$ cat config.mk
export PLATFORM = sky130hd
export DESIGN_NAME = pc_redirect_controller
export DESIGN_NICKNAME = d
export VERILOG_FILES = /design/src/rtl/pc_ctrl_pkg.sv /design/src/rtl/pc_target_calc.sv /design/src/rtl/pc_redirect_controller.sv
export SDC_FILE = /design/constraint.sdc
export NUM_CORES = 1
export LEC_CHECK = 0
export CAP_MARGIN = 20
export CELL_PAD_IN_SITES_DETAIL_PLACEMENT = 1
export CELL_PAD_IN_SITES_GLOBAL_PLACEMENT = 1
export CORE_MARGIN = 10
export CORE_UTILIZATION = 38
export DETAILED_ROUTE_END_ITERATION = 8
export PLACE_DENSITY_LB_ADDON = 0.1
export SLEW_MARGIN = 20
export SYNTH_ARGS = -nofsm -noshare
export SYNTH_HDL_FRONTEND = slang
export SYNTH_SLANG_ARGS = --single-unit
$ cat constraint.sdc
create_clock -name Clk -period 10.4 [get_ports Clk]
set_input_delay 2.08 -clock Clk [delete_from_list [all_inputs] [get_ports Clk]]
set_output_delay 2.08 -clock Clk [all_outputs]
set_load 0.005 [all_outputs]
$ cat src/rtl/pc_ctrl_pkg.sv
// pc_ctrl_pkg
// Shared definitions for the PC redirect controller:
//   state_t           - controller state (RUN / PEND)
//   SRC_*             - RedirectSrc encoding (0 none, 1 branch, 2 jr, 3 jump)
//   DEFAULT_RESET_PC  - default fetch address after reset
//   src_rank()        - priority rank of a redirect source (higher wins)
package pc_ctrl_pkg;

  typedef enum logic {
    RUN  = 1'b0,
    PEND = 1'b1
  } state_t;

  localparam logic [1:0] SRC_NONE   = 2'd0;
  localparam logic [1:0] SRC_BRANCH = 2'd1;
  localparam logic [1:0] SRC_JR     = 2'd2;
  localparam logic [1:0] SRC_JUMP   = 2'd3;

  localparam logic [31:0] DEFAULT_RESET_PC = 32'h0000_0000;

  // EX-stage redirects belong to older instructions, so they outrank the
  // ID-stage jump; branch beats jr because branch is resolved first in EX.
  function automatic logic [1:0] src_rank(input logic [1:0] src);
    case (src)
      SRC_BRANCH: src_rank = 2'd3;
      SRC_JR:     src_rank = 2'd2;
      SRC_JUMP:   src_rank = 2'd1;
      default:    src_rank = 2'd0;
    endcase
  endfunction

endpackage

$ cat src/rtl/pc_target_calc.sv
// pc_target_calc
// Combinational target computation and priority selection.
// Inputs : pc, branch_req/branch_pc/branch_imm, jr_req/jr_target,
//          jump_req/jump_pc/jump_index
// Outputs: seq_pc      - pc + 4 (wraps mod 2^32)
//          live_src    - winning request this cycle (SRC_* encoding)
//          live_target - target address of the winning request
module pc_target_calc
  import pc_ctrl_pkg::*;
(
  input  logic [31:0] pc,
  input  logic        branch_req,
  input  logic [31:0] branch_pc,
  input  logic [15:0] branch_imm,
  input  logic        jr_req,
  input  logic [31:0] jr_target,
  input  logic        jump_req,
  input  logic [31:0] jump_pc,
  input  logic [25:0] jump_index,
  output logic [31:0] seq_pc,
  output logic [1:0]  live_src,
  output logic [31:0] live_target
);

  logic [31:0] branch_target;
  logic [31:0] jump_target;
  logic        unused_jump_pc_bits;

  assign seq_pc        = pc + 32'd4;
  assign branch_target = branch_pc + {{14{branch_imm[15]}}, branch_imm, 2'b00};
  assign jump_target   = {jump_pc[31:28], jump_index, 2'b00};

  // Only the region bits of the jump instruction's PC+4 form the target.
  assign unused_jump_pc_bits = ^jump_pc[27:0];

  always_comb begin
    live_src    = SRC_NONE;
    live_target = seq_pc;
    if (branch_req) begin
      live_src    = SRC_BRANCH;
      live_target = branch_target;
    end else if (jr_req) begin
      live_src    = SRC_JR;
      live_target = jr_target;
    end else if (jump_req) begin
      live_src    = SRC_JUMP;
      live_target = jump_target;
    end
  end

endmodule

$ cat src/rtl/pc_redirect_controller.sv
// pc_redirect_controller
// Owns the program counter and selects the next fetch address among PC+4,
// branch target, jump target and JR target. Redirects arriving while the
// hazard unit stalls are latched and applied when the stall releases.
// Ports:
//   Clk, Reset (async, active-low)
//   Stall                          - hold PC this cycle
//   BranchReq/BranchPC/BranchImm   - EX taken branch
//   JrReq/JrTarget                 - EX jump register
//   JumpReq/JumpPC/JumpIndex       - ID J/JAL
//   PC          - current fetch address
//   Flush       - combinational, clear IF/ID at this edge
//   Pending     - latched redirect awaiting stall release
//   RedirectSrc - source applied this cycle (0 none,1 branch,2 jr,3 jump)
//   RedirectCount - only with macro PC_REDIRECT_COUNT_EN: edges with Flush=1
module pc_redirect_controller
  import pc_ctrl_pkg::*;
#(
  parameter logic [31:0] RESET_PC = DEFAULT_RESET_PC,
  parameter int          CNT_W    = 32
) (
  input  logic             Clk,
  input  logic             Reset,
  input  logic             Stall,
  input  logic             BranchReq,
  input  logic [31:0]      BranchPC,
  input  logic [15:0]      BranchImm,
  input  logic             JrReq,
  input  logic [31:0]      JrTarget,
  input  logic             JumpReq,
  input  logic [31:0]      JumpPC,
  input  logic [25:0]      JumpIndex,
  output logic [31:0]      PC,
  output logic             Flush,
  output logic             Pending,
`ifdef PC_REDIRECT_COUNT_EN
  output logic [CNT_W-1:0] RedirectCount,
`endif
  output logic [1:0]       RedirectSrc
);

  state_t      state;
  logic [31:0] pend_target;
  logic [1:0]  pend_src;
  logic [31:0] seq_pc;
  logic [1:0]  live_src;
  logic [31:0] live_target;
  logic        outranks;
  logic [1:0]  apply_src;
  logic [31:0] apply_target;

  pc_target_calc u_calc (
    .pc          (PC),
    .branch_req  (BranchReq),
    .branch_pc   (BranchPC),
    .branch_imm  (BranchImm),
    .jr_req      (JrReq),
    .jr_target   (JrTarget),
    .jump_req    (JumpReq),
    .jump_pc     (JumpPC),
    .jump_index  (JumpIndex),
    .seq_pc      (seq_pc),
    .live_src    (live_src),
    .live_target (live_target)
  );

  // pend_src is SRC_NONE in RUN, so outranks then simply means "any request".
  assign outranks = src_rank(live_src) > src_rank(pend_src);

  always_comb begin
    apply_src    = SRC_NONE;
    apply_target = seq_pc;
    if (!Stall) begin
      if (state == PEND && !outranks) begin
        apply_src    = pend_src;
        apply_target = pend_target;
      end else if (live_src != SRC_NONE) begin
        apply_src    = live_src;
        apply_target = live_target;
      end
    end
  end

  assign Flush       = (apply_src != SRC_NONE);
  assign RedirectSrc = apply_src;
  assign Pending     = (state == PEND);

  // PC register, state and pending latch. While stalled, only a strictly
  // higher-priority request may replace what has been latched.
  always_ff @(posedge Clk or negedge Reset) begin
    if (!Reset) begin
      PC          <= RESET_PC;
      state       <= RUN;
      pend_target <= 32'h0;
      pend_src    <= SRC_NONE;
    end else if (Stall) begin
      if (outranks) begin
        pend_target <= live_target;
        pend_src    <= live_src;
        state       <= PEND;
      end
    end else begin
      PC       <= apply_target;
      state    <= RUN;
      pend_src <= SRC_NONE;
    end
  end

`ifdef PC_REDIRECT_COUNT_EN
  always_ff @(posedge Clk or negedge Reset) begin
    if (!Reset) begin
      RedirectCount <= '0;
    end else if (Flush) begin
      RedirectCount <= RedirectCount + CNT_W'(1);
    end
  end
`endif

endmodule

## Word-level counts from Yosys, hierarchy flattened

Index checks and enable logic that the tools add are counted.
Widths: inputs -> output; s select.

- Flip-flop bits (word level): 67
- Latch bits: 0
- RAM bits: 0
- ROM bits: 0
- Input bits: 144
- Logic and storage cells: 36
- Memories: 0

- Add/sub/neg operators: 2
- $mul: 0
- Divide/modulo/power cells: 0
- $lt $le $gt $ge: 1
- Equality and inequality tests: 7
- Shift operators: 0
- Muxes and demuxes: 17
- Bitwise gates (word level): 0
- Reductions and logical operators: 5

Operators by type and width:

| cell | count |
|---|---|
| $mux 32 | 5 |
| $add 32x3->32 const B | 1 |
| $add 32x32->32 | 1 |
| $mux 2 | 8 |
| $pmux 2 s3 | 2 |
| $eq 2x2->1 const B | 4 |
| $eq 2x1->1 const B | 2 |
| $reduce_bool 2->1 | 2 |
| $gt 2x2->1 | 1 |
| $mux 1 | 2 |
| $ne 2x1->1 const B | 1 |
| $reduce_and 2->1 | 1 |
| $logic_and 1x1->1 | 1 |
| $logic_not 1->1 | 1 |

## Longest topological paths before layout

Gate-level depths: netlist (run 1).

- Depth after elaboration: 11
- Gate-level depth with buffers: 14
- Gate-level depth less buffers: 13

## Cells and area by module

From an unflattened synthesis (run 1), not the netlist that was laid out.

- Cells, all modules: 800
- Area, all modules: 6,761.5 um^2

By module, submodules not included:

| module | times used | cells each | area each (um^2) |
|---|---|---|---|
| pc_redirect_controller | 1 | 323 | 3,514.6 |
| pc_target_calc | 1 | 477 | 3,246.9 |

## Worst setup path before layout (run 1)

Ideal clock, no wire load.

- Kind: input port to output port
- Start point: input JumpReq
- End point: output Flush
- Data arrival time: 4.774 ns
- Required time: 8.320 ns
- Slack: 3.546 ns
- Stages: 12
- Cell sequence: clkbuf_1 clkbuf_1 o21ai_0 ha_1 ha_1 nor2b_1 a2bb2oi_1 nor2_1 clkbuf_1 nor3_1 a21oi_1 a21oi_1

- Cells in the longest elaborated chain, start to end: 11
- Elaborated cells between the ends (all ways): 15
- Classes of those cells: order compare: 1; eq/ne: 3; mux: 7; reduce/logical: 4

RTL lines:

| element | RTL line | source |
|---|---|---|
| from (decl) | pc_redirect_controller.sv:30 | `input logic JumpReq,` |
| $mux 2 (*) | pc_target_calc.sv:45 | `end else if (jump_req) begin` |
| $mux 2 (*) | pc_target_calc.sv:42 | `end else if (jr_req) begin` |
| $mux 2 (*) | pc_target_calc.sv:39 | `if (branch_req) begin` |
| $eq 2x2->1 / $eq 2x1->1 (equally long branches) | pc_ctrl_pkg.sv:24 | `case (src)` |
| $pmux 2 s3 | pc_ctrl_pkg.sv:24 |  |
| $gt 2x2->1 | pc_redirect_controller.sv:68 | `assign outranks = src_rank(live_src) > src_rank(pend_src);` |
| $logic_not 1->1 | pc_redirect_controller.sv:74 | `if (state == PEND && !outranks) begin` |
| $logic_and 1x1->1 | pc_redirect_controller.sv:74 |  |
| $mux 2 (*) | pc_redirect_controller.sv:74 |  |
| $mux 2 (*) | pc_redirect_controller.sv:73 | `if (!Stall) begin` |
| $reduce_bool 2->1 (*) | pc_redirect_controller.sv:84 | `assign Flush = (apply_src != SRC_NONE);` |
| to (decl) | pc_redirect_controller.sv:34 | `output logic Flush,` |

Mark *: on every way between the ends. The rest lies on a longest branch, timed or not.

## Worst setup path after layout (run 1)

Same ends and word-level chain as after synthesis.

==> results_dict.tcl, run 1 <==
set metrics [dict create \
    outcome "finished clean" \
    cts_made_buffers 9 \
    powerDensity_mw_per_mm2 206.7 \
    boundaryPins 180 \
    syn-instance-count 853 \
    finalSetupViolCount 0 \
    cap_viol_max_count 0 \
    n_antenna_cell 0 \
    floorplan.initialDensity 0.3891 \
    ctsRootBufferMaster "sky130_fd_sc_hd__clkbuf_16" \
    number_of_inserted_filler_cells_in_the_final_layout 2080 \
    classification_of_the_worst_setup_path "in2out" \
    fmax_mhz 123.9 \
    floorplan_die_width_um 150.8 \
    clk_latency_ns 0.34 \
    die_area_mm2 0.02273 \
    worst_ir_drop_vdd_v 0.0001136 \
    via_count 7149 \
    worst_hold_startpoint "pend_target[13]$_DFFE_PN0P_" \
    tightest_slew_ns 0.9849 \
    tns_ns 0 \
    number_of_drc_markers_in_iteration_0 435 \
    floorplan.rows 47 \
    netlist-cell-type-count 74 \
    cts_max_level 3 \
    clk_transition_reported_paths_ns 0.06 \
    gp_routability_congestion 0.8204 \
    overflow 0 \
    grt_pass1_vias 7313 \
    grt_start_max_net_pins 68 \
    worstHoldPathCells 2 \
    worstHoldPathType "reg2reg" \
    post_synthesis_to_final_layout_area_growth_pct 30.79 \
    post_synth_instance_area_mm2 0.006499 \
    p_leak_nw 3.455 \
    floorplan.core_area_mm2 0.01670 \
    placement.io_buffers 151 \
    routed_wl_um 26080 \
    cts.repair_timing.setup_buffer_count 0 \
    regArea_mm2 0.001677 \
    synthTopCellsByArea "sky130_fd_sc_hd__dfrtp_1 26%, sky130_fd_sc_hd__ha_1 6.9%, sky130_fd_sc_hd__o21ai_0 6.9%" \
    critical_path.max_fanout 28 \
    final_report_max_slew_violation_count 0 \
    drt_drc_violations_left 0 \
    area_of_the_multi_input_gates_mm2 0.004562 \
    grt_usage 0.2238 \
    fin_ws_ns 2.326 \
    worstPathRequired_ns 8.32 \
    postSynthAreaPerCell_um2 7.619 \
    netlist.area_leader.share 0.2580 \
    post_cts_resize_count 0 \
    ys_ff_latch 67 \
    synth_seq_area_share 0.2580 \
    fin_skew_ns 0.005542 \
    drt-wirelength-per-cell_um 21.66 \
    r2r-end "PC[29]$_DFFE_PN0N_" \
    critical_path.startpoint_type "primary input" \
    cp.arrival_ns 5.99 \
    wire_length_of_the_first_global_routing_pass_um 40610 \
    drt_first_pass_iters 5 \
    layout_commonest_cell "sky130_fd_sc_hd__clkdlybuf4s50_1" \
    cts_hold_repair.buffers 0 \
    synth_top_cell_by_area "sky130_fd_sc_hd__dfrtp_1" \
    layout_common_cells "148 x sky130_fd_sc_hd__clkdlybuf4s50_1, 112 x sky130_fd_sc_hd__nand2_1, 89 x sky130_fd_sc_hd__o21ai_0" \
    routed_via_density 5.938 \
    timing.hold.worst_endpoint "pend_target[13]$_DFFE_PN0P_" \
    dpl_worst_slack_ns 2.291 \
    clk_path_buf_depth 2 \
    tritoncts "done" \
    grt_setup_unrepaired "false" \
    setup_crit_end_kind "primary output" \
    finalWorstPathRequiredPeriod_ns 8.074 \
    drive_above_1_share 0.05894 \
    final_hold_viol_count 0 \
    number_of_sinks_driven_by_the_clock_tree 67 \
    number_of_antenna_violations_at_the_first_check_in_global_routing 0 \
    synth_warnings 0 \
    proportion_of_synthesized_flip_flops_having_asynchronous_set_or_reset 1.000 \
    synth_flop_cell "sky130_fd_sc_hd__dfrtp_1" \
    reg2reg_from "pend_src[0]$_DFFE_PN0P_" \
    dp_wirelength_um 19280 \
    floorplan.die.height_um 150.8 \
    synthesis.nets 1034 \
    max-slew-margin-rel 0.3433 \
    num-nets-final 1160 \
    reg2reg_depth 12 \
    r2r_slack_ns 6.45 \
    synth_enable_flop_cells 0 \
    period_share 0.7764 \
    postRouteAntennaNets 0 \
]
[worst max path at each step]
stage | start | to | cells after the start
3_5_place_dp | JumpReq | Flush | 14
3_3_place_gp | JumpReq | Flush | 14
6_report | JumpReq | Flush | 14
5_1_grt | JumpReq | Flush | 14
4_1_cts | JumpReq | Flush | 14
2_1_floorplan | JumpReq | Flush | 12
[metal layers]
layer | wire, um | track usage | vias up
met2 | 12000 | 0.3606 | 228
li1 | - | - | 3399
met5 | 0 | 0 | -
met1 | 11950 | 0.2992 | 3496
met4 | 330 | 0.05679 | 0
met3 | 1798 | 0.04505 | 26
[flip-flops by register name, indices dropped and copies added, names as in the netlist]
signal / flops
pend_src: 2
PC: 32
Pending: 1
pend_target: 32
[synthesized netlist by cell type, types with 18 or more instances]
library cell               instances
sky130_fd_sc_hd__clkbuf_1         40
sky130_fd_sc_hd__nor3_1           19
sky130_fd_sc_hd__xor2_1           18
sky130_fd_sc_hd__nor2_1           72
sky130_fd_sc_hd__xnor2_1          25
sky130_fd_sc_hd__mux2i_1          24
sky130_fd_sc_hd__nand3_1          21
sky130_fd_sc_hd__o21ai_0          89
sky130_fd_sc_hd__a21oi_1          77
sky130_fd_sc_hd__inv_1            18
sky130_fd_sc_hd__nand2_1         112
sky130_fd_sc_hd__ha_1             36
sky130_fd_sc_hd__dfrtp_1          67
[power by group]
group          switching [mW]  internal, mW  leakage, nW
registers               0.157         0.387        0.814
clock network           0.120         0.222        0.165
logic                   0.471         0.400         2.48
[logic make-up after synthesis]
kind of cell / share of synthesized area
AOI/OAI and AO/OA: 0.2977
and+or+nand+nor: 0.2243
buffers and inverters: 0.04062
DFF: 0.2580
xor gates and xnor gates: 0.05795
adders and majority gates: 0.07239
muxes: 0.04910
[worst max-delay path, stage by stage]
cell	delay (ns)
sky130_fd_sc_hd__clkdlybuf4s50_1	0.49
sky130_fd_sc_hd__inv_1	0.06
sky130_fd_sc_hd__nor2_1	0.48
sky130_fd_sc_hd__nor2_1	0.19
sky130_fd_sc_hd__ha_1	0.32
sky130_fd_sc_hd__ha_1	0.29
sky130_fd_sc_hd__nor2b_1	0.13
sky130_fd_sc_hd__a2bb2oi_1	0.64
sky130_fd_sc_hd__nor2_1	0.08
sky130_fd_sc_hd__buf_4	0.28
sky130_fd_sc_hd__nor3_1	0.17
sky130_fd_sc_hd__a21oi_1	0.08
sky130_fd_sc_hd__a21oi_1	0.16
sky130_fd_sc_hd__clkdlybuf4s50_1	0.53
[per-stage QoR]
| stage | total power, mW | utilization | area, um^2 | cells | hold slack, ns |
|---|---|---|---|---|---|
| after detailed placement | 1.410 | 0.4893 | 8172 | 1188 | 0.4649 |
| after floorplan | 1.010 | - | 6499 | 853 | 0.4423 |
| after global placement | 1.383 | 0.4893 | 8172 | 1188 | 0.4569 |
| after global routing | 1.885 | 0.5089 | 8499 | 1204 | 0.5033 |
| final | 1.757 | 0.5089 | 8499 | 1204 | 0.4795 |
| after CTS | 1.758 | 0.5089 | 8499 | 1204 | 0.4776 |
[cell type report]
type / instances / area share
Multi-Input combinational cell: 719 / 0.5367
Sequential cell: 67 / 0.1973
Timing Repair Buffer: 163 / 0.1867
Tap cell: 220 / 0.03239
Clock buffer: 11 / 0.02974
Clock inverter: 5 / 0.008833
Inverter: 19 / 0.008391
(Power assumes the default switching activity.)
==> inputs of run 2 (changes only) <==
Settings changed: CORE_UTILIZATION 38 to 35.
Clock period 10.4 ns to 7.6 ns, I/O delays scaled along.
==> run 2 against run 1 <==
- non-clock buffer count rose by 3
- die area is 7.4% higher
- count of clock-buffer cells in the layout rose by 1
- setup slack got worse by 0.89 ns
- first-iteration DRC count grew 4.1%
- power up 33%
- design area shrank 0.38%
- largest cell class unchanged
- routed wire length increased by 2.5%
- critical endpoint unchanged
==> results_dict.tcl, run 2 (synthesized netlist as in run 1, its figures left out) <==
set metrics [dict create \
    outcome "finished clean" \
    worst_path_max_delay_cell "sky130_fd_sc_hd__clkdlybuf4s50_1" \
    timing.hold.worst_endpoint "pend_target[13]$_DFFE_PN0P_" \
    finalNonFillerCells 1215 \
    drive_above_1_share 0.05882 \
    reg.largest.list "PC (32), pend_target (32), pend_src (2)" \
    dp_cells 1200 \
    r2r-end "PC[29]$_DFFE_PN0N_" \
    p_sw_frac 0.4380 \
    cp-startpoint "JumpReq" \
    boundaryPins 180 \
    dp_wirelength_um 19700 \
    worstHoldPathCells 2 \
    power_frac_clock 0.166 \
    critical_path.max_fanout 21 \
    fin_skew_ns 0.008528 \
    cts.repair_timing.setup_buffer_count 0 \
    floorplan_die_width_um 156.3 \
    layout_commonest_cell "sky130_fd_sc_hd__clkdlybuf4s50_1" \
    cp.arrival_ns 4.64 \
    cts_made_buffers 9 \
    drt-wirelength-per-cell_um 21.99 \
    groute.layer.met2.usage 0.3422 \
    comb_power_share 0.518 \
    clk_transition_reported_paths_ns 0.05 \
    global_route.peak_usage_layer "met2" \
    postRouteAntennaNets 0 \
    p_leak_nw 3.436 \
    drt_first_pass_iters 5 \
    cap_viol_max_count 0 \
    worstPathRequired_ns 6.08 \
    floorplan.rows 49 \
    finalSetupViolCount 0 \
    number_of_antenna_violations_at_the_first_check_in_global_routing 1 \
    reg2reg_from "pend_src[0]$_DFFE_PN0P_" \
    number_of_drc_markers_in_iteration_0 453 \
    dpl_worst_slack_ns 1.433 \
    worst_ir_drop_vdd_v 0.0001212 \
    r2r_slack_ns 3.96 \
    floorplan.initialDensity 0.3593 \
    num-nets-final 1163 \
    layout_common_cells "148 x sky130_fd_sc_hd__clkdlybuf4s50_1, 112 x sky130_fd_sc_hd__nand2_1, 89 x sky130_fd_sc_hd__o21ai_0" \
    gp_routability_congestion 0.8310 \
    number_of_sinks_driven_by_the_clock_tree 67 \
    powerDensity_mw_per_mm2 276.1 \
    classification_of_the_worst_setup_path "in2out" \
    grt_start_max_net_pins 68 \
    fin_ws_ns 1.438 \
    clk_path_buf_depth 2 \
    max-slew-margin-rel 0.3245 \
    placement.io_buffers 151 \
    grt_pass1_vias 7369 \
    overflow 0 \
    power_frac_seq 0.316 \
    routed_wl_um 26720 \
    floorplan.core_area_mm2 0.01809 \
    post_cts_resize_count 0 \
    ctsRootBufferMaster "sky130_fd_sc_hd__clkbuf_16" \
    timing.critical_path.slowest_cell_delay_ns 0.52 \
    worst-path-buf-inv 4 \
    n_antenna_cell 0 \
    power.net_switching_mw 1.024 \
    tns_ns 0 \
    internal_power_mw 1.314 \
    floorplan.die.height_um 156.3 \
    period_share 0.8109 \
    grt_setup_unrepaired "false" \
    fraction_of_met1_tracks_used_by_global_routing 0.2842 \
    wire_length_of_the_first_global_routing_pass_um 41350 \
    tightest_slew_ns 1.013 \
    via_count 7132 \
    fmax_mhz 162.3 \
    tritoncts "done" \
    final_report_max_slew_violation_count 0 \
    final_hold_viol_count 0 \
    die_area_mm2 0.02442 \
    cts_hold_repair.buffers 0 \
    setup_crit_end_kind "primary output" \
    cts_max_level 3 \
    worst_hold_startpoint "pend_target[13]$_DFFE_PN0P_" \
    finalWorstPathRequiredPeriod_ns 6.162 \
    worstHoldPathType "reg2reg" \
    post_synthesis_to_final_layout_area_growth_pct 30.28 \
    critical_path.startpoint_type "primary input" \
    routed_via_density 5.870 \
    reg2reg_depth 13 \
    critPathTopFamily "buffers and inverters" \
    path_cells "clkdlybuf4s50_1 > buf_4 > o21ai_0 > ha_1 > ha_1 > nor2b_1 > a2bb2oi_1 > buf_4 > nor2_1 > a21oi_1 > a21oi_1 > clkdlybuf4s50_1" \
    grt_usage 0.2129 \
    post-route-util 0.4681 \
    met3_usage 0.04057 \
    drt_drc_violations_left 0 \
    clk_latency_ns 0.34 \
]
## run 2: changes by cell type in the layout (fill, tap and decap cells not counted), sizes merged
cell	delta
buf	+3
bufinv	-2
clkbuf	+1
## run 2: per-layer routing
metal,up-vias,part of all wire,routed length (um)
li1,3415,-,-
met2,223,0.45,12120
met1,3465,0.46,12280
met5,-,0.00064,17
met3,27,0.067,1799
met4,2,0.019,498
## run 2: worst max-delay path by stage
stage	endpoint	cells past startpoint
CTS	Flush	13
finish	Flush	12
global placement	Flush	13
floorplan	Flush	12
global route	Flush	13
detailed placement	Flush	13
## run 2: cell type report
type | instances | area, um^2
clock buffers | 12 | 246.5
clock inverters | 3 | 15.01
fillers | 2211 | 9619
inverters | 19 | 71.32
multi-input cells | 719 | 4562
flip-flops and latches | 67 | 1677
well taps | 229 | 286.5
repair buffers | 166 | 1609
## run 2: power by group through the flow
stage	Sequential, mW	Clock, mW	Combinational (mW)
final	0.740	0.388	1.21
after global routing	0.768	0.403	1.34
after CTS	0.736	0.390	1.21
after detailed placement	0.740	0	1.21
after global placement	0.736	0	1.18
after floorplan	0.679	0	0.703
## run 2: worst register-to-register path, stage by stage (launching register included)
cell and delay, ns:
sky130_fd_sc_hd__dfrtp_1 0.43, sky130_fd_sc_hd__inv_1 0.07, sky130_fd_sc_hd__ha_1 0.27, sky130_fd_sc_hd__inv_1 0.04, sky130_fd_sc_hd__ha_1 0.27, sky130_fd_sc_hd__nor2b_1 0.13, sky130_fd_sc_hd__a2bb2oi_1 0.17, sky130_fd_sc_hd__buf_4 0.19
sky130_fd_sc_hd__nor2_1 0.10, sky130_fd_sc_hd__buf_4 0.26, sky130_fd_sc_hd__nor2_1 0.72, sky130_fd_sc_hd__nand2_1 0.50, sky130_fd_sc_hd__o221ai_1 0.30, sky130_fd_sc_hd__a31o_1 0.12
## run 2: stage by stage
stage / area [um^2] / hold slack, ns / total power, mW
after CTS: 8467 / 0.4735 / 2.340
after floorplan: 6499 / 0.4423 / 1.383
after global placement: 8205 / 0.4566 / 1.917
final: 8467 / 0.4755 / 2.338
after global routing: 8467 / 0.4943 / 2.512
after detailed placement: 8205 / 0.4619 / 1.947
==> inputs of run 3 (changes only) <==
Settings changed: CORE_UTILIZATION 35 to 32.
Clock period 7.6 ns to 5.59 ns, I/O delays scaled along.
==> run 3 against run 2 <==
- utilization shrank 4.0 points
- non-clock buffer count grew 5
- sequential share of layout area shrank 0.33 points
- design area grew 1.7%
- clock skew is essentially flat
- critical path type unchanged
- clock power grew 61%
- first-iteration DRC count grew 1.5%
- largest cell class unchanged
- sequential power grew 36%
- global-route usage shrank 0.99 points
==> results_dict.tcl, run 3 (synthesized netlist as in run 1, its figures left out) <==
set metrics [dict create \
    classification_of_the_worst_setup_path "in2out" \
    drive_above_1_share 0.06458 \
    drt_drc_violations_left 0 \
    dp_cells 1246 \
    routed_wl_um 27280 \
    cts_hold_repair.buffers 0 \
    final_report_max_slew_violation_count 0 \
    fmax_mhz 196.4 \
    floorplan_die_width_um 162.5 \
    max-slew-margin-rel 0.4015 \
    cap_viol_max_count 0 \
    grt_usage 0.2030 \
    critical_path.startpoint_type "primary input" \
    cp.arrival_ns 3.97 \
    critical_path.max_fanout 5 \
    dp_wirelength_um 20390 \
    outcome "finished clean" \
    die_area_mm2 0.02641 \
    post_cts_resize_count 0 \
    drt-wirelength-per-cell_um 21.61 \
    dpl_worst_slack_ns 0.4706 \
    regArea_mm2 0.001677 \
    reg2reg_from "PC[2]$_DFFE_PN0N_" \
    layout_commonest_cell "sky130_fd_sc_hd__clkdlybuf4s50_1" \
    worst_ir_drop_vdd_v 0.0001689 \
    post-route-util 0.4282 \
    via_count 7005 \
    number_of_inserted_filler_cells_in_the_final_layout 2440 \
    postRouteAntennaNets 0 \
    cts.repair_timing.setup_buffer_count 0 \
    grt_start_max_net_pins 48 \
    tritoncts "done" \
    worstPathRequired_ns 4.47 \
    finalWorstPathRequiredPeriod_ns 5.092 \
    final_hold_viol_count 0 \
    setup_crit_end_kind "primary output" \
    number_of_sinks_driven_by_the_clock_tree 67 \
    fin_skew_ns 0.008052 \
    finalSetupViolCount 0 \
    wire_length_of_the_first_global_routing_pass_um 42790 \
    worstHoldPathType "reg2reg" \
    finalNonFillerCells 1262 \
    floorplan.die.height_um 162.5 \
    post_synthesis_to_final_layout_area_growth_pct 32.48 \
    layout_common_cells "148 x sky130_fd_sc_hd__clkdlybuf4s50_1, 112 x sky130_fd_sc_hd__nand2_1, 89 x sky130_fd_sc_hd__o21ai_0" \
    clk_latency_ns 0.35 \
    p_leak_nw 3.470 \
    worst_hold_startpoint "pend_target[1]$_DFFE_PN0P_" \
    reg.largest.list "PC (32), pend_target (32), pend_src (2)" \
    number_of_antenna_violations_at_the_first_check_in_global_routing 1 \
    floorplan.rows 52 \
    tns_ns 0 \
    cts_max_level 3 \
    area_of_the_multi_input_gates_mm2 0.004558 \
    grt_setup_unrepaired "false" \
    routed_via_density 5.551 \
    ctsRootBufferMaster "sky130_fd_sc_hd__clkbuf_16" \
    fin_ws_ns 0.4978 \
    period_share 0.9110 \
    boundaryPins 180 \
    grt_pass1_vias 7296 \
    number_of_drc_markers_in_iteration_0 460 \
    cp-startpoint "JumpReq" \
    drt_first_pass_iters 5 \
    tightest_slew_ns 0.8978 \
    gp_routability_congestion 0.8229 \
    placement.io_buffers 151 \
    cts_made_buffers 9 \
    floorplan.initialDensity 0.3233 \
    num-nets-final 1168 \
    overflow 0 \
    powerDensity_mw_per_mm2 381.7 \
    floorplan.core_area_mm2 0.02010 \
    clk_transition_reported_paths_ns 0.06 \
    clk_path_buf_depth 2 \
]
==> run 3: cell types whose count changed in the layout (fill, tap and decap cells not counted) <==
cell                         before  now
sky130_fd_sc_hd__clkbuf_1         2    0
sky130_fd_sc_hd__bufinv_16        0    2
sky130_fd_sc_hd__clkbuf_8         1    0
sky130_fd_sc_hd__diode_2          0    1
sky130_fd_sc_hd__clkinvlp_4       0    3
sky130_fd_sc_hd__o21ai_2          1    0
sky130_fd_sc_hd__buf_4           15   20
sky130_fd_sc_hd__o21ai_1          5    6
sky130_fd_sc_hd__clkinv_4         0    1
sky130_fd_sc_hd__clkinv_2         3    0
==> run 3: cell type report <==
| cell class | instances | area share |
|---|---|---|
| Antenna cell | 1 | 0.0002907 |
| Clock inverter | 6 | 0.01061 |
| Timing Repair Buffer | 171 | 0.1913 |
| Sequential cell | 67 | 0.1947 |
| Tap cell | 270 | 0.03924 |
| Inverter | 19 | 0.008284 |
| Clock buffer | 9 | 0.02616 |
| Multi-Input combinational cell | 719 | 0.5294 |
==> run 3: where the power goes <==
part	switching, mW	internal [mW]
logic	0.885	0.770
registers	0.288	0.720
clock network	0.235	0.389
==> run 3: routing by layer <==
| layer | track usage | wire length, um | vias up |
|---|---|---|---|
| met1 | 0.2788 | 13280 | 3394 |
| li1 | - | - | 3416 |
| met3 | 0.03311 | 1249 | 24 |
| met4 | 0.04921 | 316 | 0 |
| met2 | 0.3242 | 12430 | 171 |
| met5 | 0 | 0 | - |
==> run 3: final timing paths <==
| path | to | cells after the start | slack, ns |
|---|---|---|---|
| max | Flush | 13 | 0.50 |
| min reg2reg | pend_target[1]$_DFFE_PN0P_ | 2 | 0.47 |
| min in group asynchronous | pend_src[1]$_DFFE_PN0P_ | 1 | 0.89 |
| max in group asynchronous | pend_target[29]$_DFFE_PN0P_ | 2 | 3.66 |
| max reg2reg | PC[22]$_DFFE_PN0N_ | 9 | 2.19 |
| min | pend_target[1]$_DFFE_PN0P_ | 2 | 0.47 |
==> run 3: worst max-delay path, stage by stage <==
cell and delay (ns):
sky130_fd_sc_hd__clkdlybuf4s50_1 0.46, sky130_fd_sc_hd__inv_1 0.10, sky130_fd_sc_hd__nor2_1 0.06, sky130_fd_sc_hd__nor2_1 0.27, sky130_fd_sc_hd__ha_1 0.30, sky130_fd_sc_hd__ha_1 0.30
sky130_fd_sc_hd__nor2b_1 0.13, sky130_fd_sc_hd__a2bb2oi_1 0.21, sky130_fd_sc_hd__nor2_1 0.12, sky130_fd_sc_hd__nor3_1 0.15, sky130_fd_sc_hd__a21oi_1 0.08, sky130_fd_sc_hd__a21oi_1 0.15
sky130_fd_sc_hd__clkdlybuf4s50_1 0.52
==> run 3: metrics by stage <==
stage	area (um^2)	hold slack, ns	total power [mW]
5_1_grt	8607	0.4976	3.539
6_report	8610	0.4745	3.286
3_3_place_gp	8290	0.4560	2.633
4_1_cts	8607	0.4760	3.297
2_1_floorplan	6499	0.4423	1.880
3_5_place_dp	8290	0.4628	2.665
